**config.mk**
```make
export PLATFORM = sky130hd
export DESIGN_NAME = axi_rd_arbiter
export DESIGN_NICKNAME = d
export VERILOG_FILES = /design/src/rtl/axi_arb_pkg.sv /design/src/rtl/axi_rd_arbiter_rr_pick.sv /design/src/rtl/axi_rd_arbiter.sv
export SDC_FILE = /design/constraint.sdc
export NUM_CORES = 1
export LEC_CHECK = 0
export CORE_AREA = 2 2 94 96
export CTS_CLUSTER_DIAMETER = 30
export DETAILED_ROUTE_END_ITERATION = 12
export DIE_AREA = 0 0 96 98
export GPL_TIMING_DRIVEN = 0
export PLACE_DENSITY_LB_ADDON = 0.08
export SYNTH_ARGS = -nofsm -noshare
export SYNTH_HDL_FRONTEND = slang
export SYNTH_SLANG_ARGS = --single-unit
```
**constraint.sdc**
```tcl
create_clock -name i_clock -period 2 [get_ports i_clock]
set_input_delay 0.4 -clock i_clock [delete_from_list [all_inputs] [get_ports i_clock]]
set_output_delay 0.4 -clock i_clock [all_outputs]
set_load 0.03 [all_outputs]
```
**src/rtl/axi_arb_pkg.sv**
```systemverilog
// Shared types for the AXI read arbiter: AR/R payload structs and the FSM state encoding.
package axi_arb_pkg;

  localparam int unsigned ADDR_W  = 32;
  localparam int unsigned LEN_W   = 8;
  localparam int unsigned SIZE_W  = 3;
  localparam int unsigned BURST_W = 2;
  localparam int unsigned DATA_W  = 32;
  localparam int unsigned RESP_W  = 2;
  localparam int unsigned ID_W    = 4;

  typedef struct packed {
    logic [ADDR_W-1:0]  addr;
    logic [LEN_W-1:0]   len;
    logic [SIZE_W-1:0]  size;
    logic [BURST_W-1:0] burst;
  } ar_t;

  typedef struct packed {
    logic [DATA_W-1:0] data;
    logic [RESP_W-1:0] resp;
    logic              last;
  } r_t;

  typedef enum logic [1:0] {
    IDLE,
    ADDR,
    DATA
  } arb_state_t;

  function automatic int unsigned idx_width(input int unsigned n);
    return (n > 1) ? $clog2(n) : 1;
  endfunction

endpackage

```
**src/rtl/axi_rd_arbiter_rr_pick.sv**
```systemverilog
// Combinational round-robin picker: first requester at or after the pointer, wrapping mod N_MST.
module rr_pick
  import axi_arb_pkg::*;
#(
  parameter int unsigned N_MST = 2,
  localparam int unsigned IDX_W = idx_width(N_MST)
) (
  input  logic [N_MST-1:0] i_req,
  input  logic [IDX_W-1:0] i_ptr,
  output logic [N_MST-1:0] o_gnt,
  output logic [IDX_W-1:0] o_idx,
  output logic             o_any
);

  always_comb begin
    int unsigned v_k;
    o_gnt = '0;
    o_idx = '0;
    o_any = 1'b0;
    v_k   = 0;
    for (int unsigned off = 0; off < N_MST; off++) begin
      v_k = (32'(i_ptr) + off) % N_MST;
      if (!o_any && i_req[v_k]) begin
        o_gnt[v_k] = 1'b1;
        o_idx      = IDX_W'(v_k);
        o_any      = 1'b1;
      end
    end
  end

endmodule

```
**src/rtl/axi_rd_arbiter.sv**
```systemverilog
// Round-robin AXI4 read-port arbiter, one whole transaction (AR + full R burst) per grant.
// Optional ARB_PERF_EN adds saturating grant/wait/busy counters readable via hierarchy.
module axi_rd_arbiter
  import axi_arb_pkg::*;
#(
  parameter int unsigned N_MST = 2,
  parameter int unsigned AR_W  = $bits(ar_t),
  parameter int unsigned R_W   = $bits(r_t)
) (
  input  logic                    i_clock,
  input  logic                    i_reset,
  input  logic [N_MST-1:0]        i_m_arvalid,
  output logic [N_MST-1:0]        o_m_arready,
  input  logic [N_MST*AR_W-1:0]   i_m_ar,
  output logic [N_MST-1:0]        o_m_rvalid,
  input  logic [N_MST-1:0]        i_m_rready,
  output logic [R_W-1:0]          o_m_r,
  output logic                    o_s_arvalid,
  input  logic                    i_s_arready,
  output logic [AR_W-1:0]         o_s_ar,
  output logic [ID_W-1:0]         o_s_arid,
  input  logic                    i_s_rvalid,
  output logic                    o_s_rready,
  input  logic [R_W-1:0]          i_s_r
);

  localparam int unsigned IDX_W = idx_width(N_MST);

  arb_state_t       r_state, w_state_nxt;
  logic [IDX_W-1:0] r_ptr, r_grant, w_idx, w_ptr_nxt;
  logic [N_MST-1:0] w_gnt;
  logic             w_any, w_capture, w_beat, w_last;
  logic [AR_W-1:0]  r_ar, w_ar_sel;

  rr_pick #(.N_MST(N_MST)) u_pick (
    .i_req (i_m_arvalid),
    .i_ptr (r_ptr),
    .o_gnt (w_gnt),
    .o_idx (w_idx),
    .o_any (w_any)
  );

  assign w_capture = (r_state == IDLE) && w_any && !i_reset;
  assign w_last    = i_s_r[0];
  assign w_beat    = (r_state == DATA) && i_s_rvalid && i_m_rready[r_grant];
  assign w_ptr_nxt = (w_idx == IDX_W'(N_MST - 1)) ? '0 : w_idx + 1'b1;

  always_comb begin
    w_ar_sel = '0;
    for (int unsigned k = 0; k < N_MST; k++) begin
      if (w_gnt[k]) w_ar_sel = i_m_ar[k*AR_W +: AR_W];
    end
  end

  always_comb begin
    w_state_nxt = r_state;
    case (r_state)
      IDLE:    if (w_any) w_state_nxt = ADDR;
      ADDR:    if (i_s_arready) w_state_nxt = DATA;
      DATA:    if (w_beat && w_last) w_state_nxt = IDLE;
      default: w_state_nxt = IDLE;
    endcase
  end

  always_ff @(posedge i_clock) begin
    if (i_reset) begin
      r_state <= IDLE;
      r_ptr   <= '0;
      r_grant <= '0;
      r_ar    <= '0;
    end else begin
      r_state <= w_state_nxt;
      if (w_capture) begin
        r_grant <= w_idx;
        r_ar    <= w_ar_sel;
        r_ptr   <= w_ptr_nxt;
      end
    end
  end

  // R channel is a pure pass-through gated to the granted master while in DATA.
  always_comb begin
    o_m_arready = w_capture ? w_gnt : '0;
    o_m_rvalid  = '0;
    o_s_rready  = 1'b0;
    o_m_r       = '0;
    if (r_state == DATA) begin
      o_m_rvalid[r_grant] = i_s_rvalid;
      o_s_rready          = i_m_rready[r_grant];
      o_m_r               = i_s_r;
    end
  end

  assign o_s_arvalid = (r_state == ADDR);
  assign o_s_ar      = r_ar;
  assign o_s_arid    = ID_W'(r_grant);

`ifdef ARB_PERF_EN
  logic [31:0] r_perf_grants [N_MST];
  logic [31:0] r_perf_wait   [N_MST];
  logic [31:0] r_perf_busy;

  always_ff @(posedge i_clock) begin
    if (i_reset) begin
      for (int unsigned k = 0; k < N_MST; k++) begin
        r_perf_grants[k] <= '0;
        r_perf_wait[k]   <= '0;
      end
      r_perf_busy <= '0;
    end else begin
      for (int unsigned k = 0; k < N_MST; k++) begin
        if (o_m_arready[k] && (r_perf_grants[k] != '1))
          r_perf_grants[k] <= r_perf_grants[k] + 32'd1;
        if (i_m_arvalid[k] && !o_m_arready[k] && (r_perf_wait[k] != '1))
          r_perf_wait[k] <= r_perf_wait[k] + 32'd1;
      end
      if ((r_state != IDLE) && (r_perf_busy != '1))
        r_perf_busy <= r_perf_busy + 32'd1;
    end
  end
`endif

endmodule

```
==> flow_summary.ini <==
[clocking]
clockBufferDepth = 2
clkTransAtPathRegs_ns = 0.11
numCtsBuffers = 5
cts_htree_levels = 2
cts_sinks = 49
cts-root-buf = clkbuf_8
cts_hold_buf = 0
cts_tree = done
insertion_delay_ns = 0.31

[setup_path]
path_cells = or3b_4, nor3b_4, buf_6, buf_6
critPathMostFrequentCell = buf_6
slowest_stage = or3b_4
crit_required_ns = 1.60
crit_arrival_ns = 1.57
crit_path_start_kind = flop
end_kind = output port
crit_fanout = 6
cpPeakStageDelay_ns = 0.41
worstSetupPathType = reg -> out

[logic_synthesis]
synthTopCellsByCount = dfxtp_1, and2_1, and3_1, a221o_2, clkbuf_1
synth_top_flop_cell = dfxtp_1
synthTopCellsByArea = dfxtp_1, a221o_2, and2_1
synth.distinct_cells = 27
async_flop_share_pct = 0
yosysSeqAreaShare_pct = 40.2
netlist_area_um2 = 2440
syn_area_per_cell_um2 = 9.39
synth-edff-count = 0
synth_top_cell_by_area = dfxtp_1
synth_top_area_share_pct = 40.2
ys_ff_latch = 49
synthCells = 260
yosysWarnings = 0
synth.most_common_cell = dfxtp_1

[detailed_routing]
first_pass_iters = 4
num_vias = 2959
routedWlPerCell_um = 16.5
ant_nets = 0
viasPerCell = 4.92
wirelength_mm = 9.92
drtIter0Drc = 82
drc = 0

[global_route]
antenna_found_initial = 0
grt_max_degree = 19
grt_pass1_vias = 2961
grt_pass1_wl_mm = 15.2
grt_overflow_total = 0
track_usage_pct = 20.3

[timing]
fin_crit_ns = 1.97
finalSetupViolCount = 0
timing_hold_violations_final = 0
fin_worst_skew_ns = 0.00835
finalMaxSlewViolations = 0
finalCritPeriodShare_pct = 98.7
setup_ws_ns = 0.0254
finalHoldWorstSlack_ns = 0.500
clock.fmax_mhz = 506
rsz0062_at_grt = yes
slew_headroom_pct = 65.2
worstMarginPinSlew_ns = 0.523

[pwr]
p_clk_share_pct = 22.7
p_seq_share_pct = 39.6
power_switching_mw = 0.954
p_comb_share_pct = 37.7
ir_drop_v = 0.000301
cellPowerDensity_nw_per_um2 = 582
switching_share_pct = 33.6
p_int_mw = 1.89
leakage_nw = 2.02
p_total_mw = 2.84

[placement]
hpwl_mm = 7.58
gp_congestion = 0.728
dpl_worst_slack_ns = -1.41
numPortBuffers = 219

[cells_and_area]
n_fill_cell = 783
syn_to_final_growth_pct = 100
n_antenna_cell = 0
multi_input_area_um2 = 1320
register_area_um2 = 988
drive_gt1_share_pct = 22.3
fin_nets = 626

[floorplan]
die_h_um = 98
initial_utilization_pct = 28.8
io_pins = 223
dieWidth_um = 96
fp.dieArea_um2 = 9410
coreArea_um2 = 8470
std_cell_rows = 34

[status]
status = completed

[run]
cap_violations = 0

[worst_hold_path]
min_path_type = reg -> reg
-- through the flow --
stage	area, um2	utilization (%)	setup TNS [ns]	std cells
after global routing	4880	57.7	-0.226	602
final	4880	57.7	0	602
after detailed placement	4780	56.4	-29.74	589
after CTS	4950	58.5	-0.0177	602
after floorplan	2450	-	0	262
after global placement	4780	56.4	-27.23	589
-- registers in the layout, indices dropped and copies added, names as in the netlist --
register and flops:
o_s_ar 45, r_state 2, r_grant 1, r_ptr 1
-- layout by cell type, fill, tap and decap left out, types with 2 or more instances in the layout --
master	synthesis	final
a221o_2	29	29
dfxtp_4	0	2
buf_6	4	6
nor2b_1	2	2
mux2i_1	2	2
clkdlybuf4s50_1	0	175
o21ai_0	14	14
buf_2	6	16
conb_1	1	3
clkdlybuf4s15_2	0	12
nand2_1	3	3
nor3b_4	1	2
nand4b_1	13	13
nand3_1	13	13
clkbuf_1	16	12
clkdlybuf4s18_2	0	4
clkbuf_8	0	5
or2_2	2	2
a221o_1	3	3
and3_1	33	33
buf_4	5	25
and2_1	36	36
nor2_1	5	5
a31oi_1	13	13
clkinvlp_4	0	2
dlygate4sd2_1	0	3
dfxtp_1	49	47
-- kinds of logic (layout without fill, tap and decap cells) --
group                  count (synthesis)  count (layout)  share of synthesized area (%)
AO/OA/AOI/OAI                         64              64                           22.1
buffers and inverters                 31             263                           7.07
flip-flops                            49              49                           40.2
multiplexers                           2               2                          0.820
other                                  1               3                          0.154
AND/OR/NAND/NOR                      113             113                           29.7
-- power by group through the flow --
| stage | registers (mW) | logic, mW | clock network, mW |
|---|---|---|---|
| detailed placement | 1.14 | 1.07 | 0 |
| global placement | 1.14 | 1.06 | 0 |
| floorplan | 1.30 | 0.343 | 0 |
| global route | 1.14 | 1.14 | 0.712 |
| CTS | 1.12 | 1.08 | 0.663 |
| finish | 1.12 | 1.07 | 0.644 |
-- layout make-up --
cell class / count / area share (%)
Buffer: 29 / 3.77
Clock buffer: 5 / 1.41
Clock inverter: 3 / 0.538
Multi-Input combinational cell: 182 / 27.0
Sequential cell: 49 / 20.2
Tap cell: 108 / 2.77
Timing Repair Buffer: 226 / 44.2
-- path summary, 6_finish.rpt --
kind / startpoint / endpoint / slack, ns / cells past startpoint
hold / removal: o_s_ar[22] / o_s_ar[22] / 0.50 / 1
setup / recovery: r_state[1] / o_m_arready[1] / 0.03 / 4
hold reg to reg: o_s_ar[22] / o_s_ar[22] / 0.50 / 1
setup reg to reg: r_ptr / o_s_ar[10] / 0.26 / 6
-- layer usage --
metal / GRT usage (%) / vias up / part of all wire (%)
met5: 0 / - / 0
met4: 4.95 / 0 / 1.7
met3: 5.09 / 12 / 8.2
met2: 35.0 / 135 / 50
met1: 24.8 / 1375 / 41
li1: - / 1437 / -
-- critical path: cells and delay by family, from the launching register on --
kind	cells	cell delay (ns)
DFF	1	0.38
and+or+nand+nor	2	0.63
buffers and inverters	2	0.26
-- timing repair --
action,in CTS,in global routing
resized for setup,183,35
setup endpoints to repair,76,50
setup buffers,7,0
pin swaps,2,1
Power figures use the tool's default switching activity.
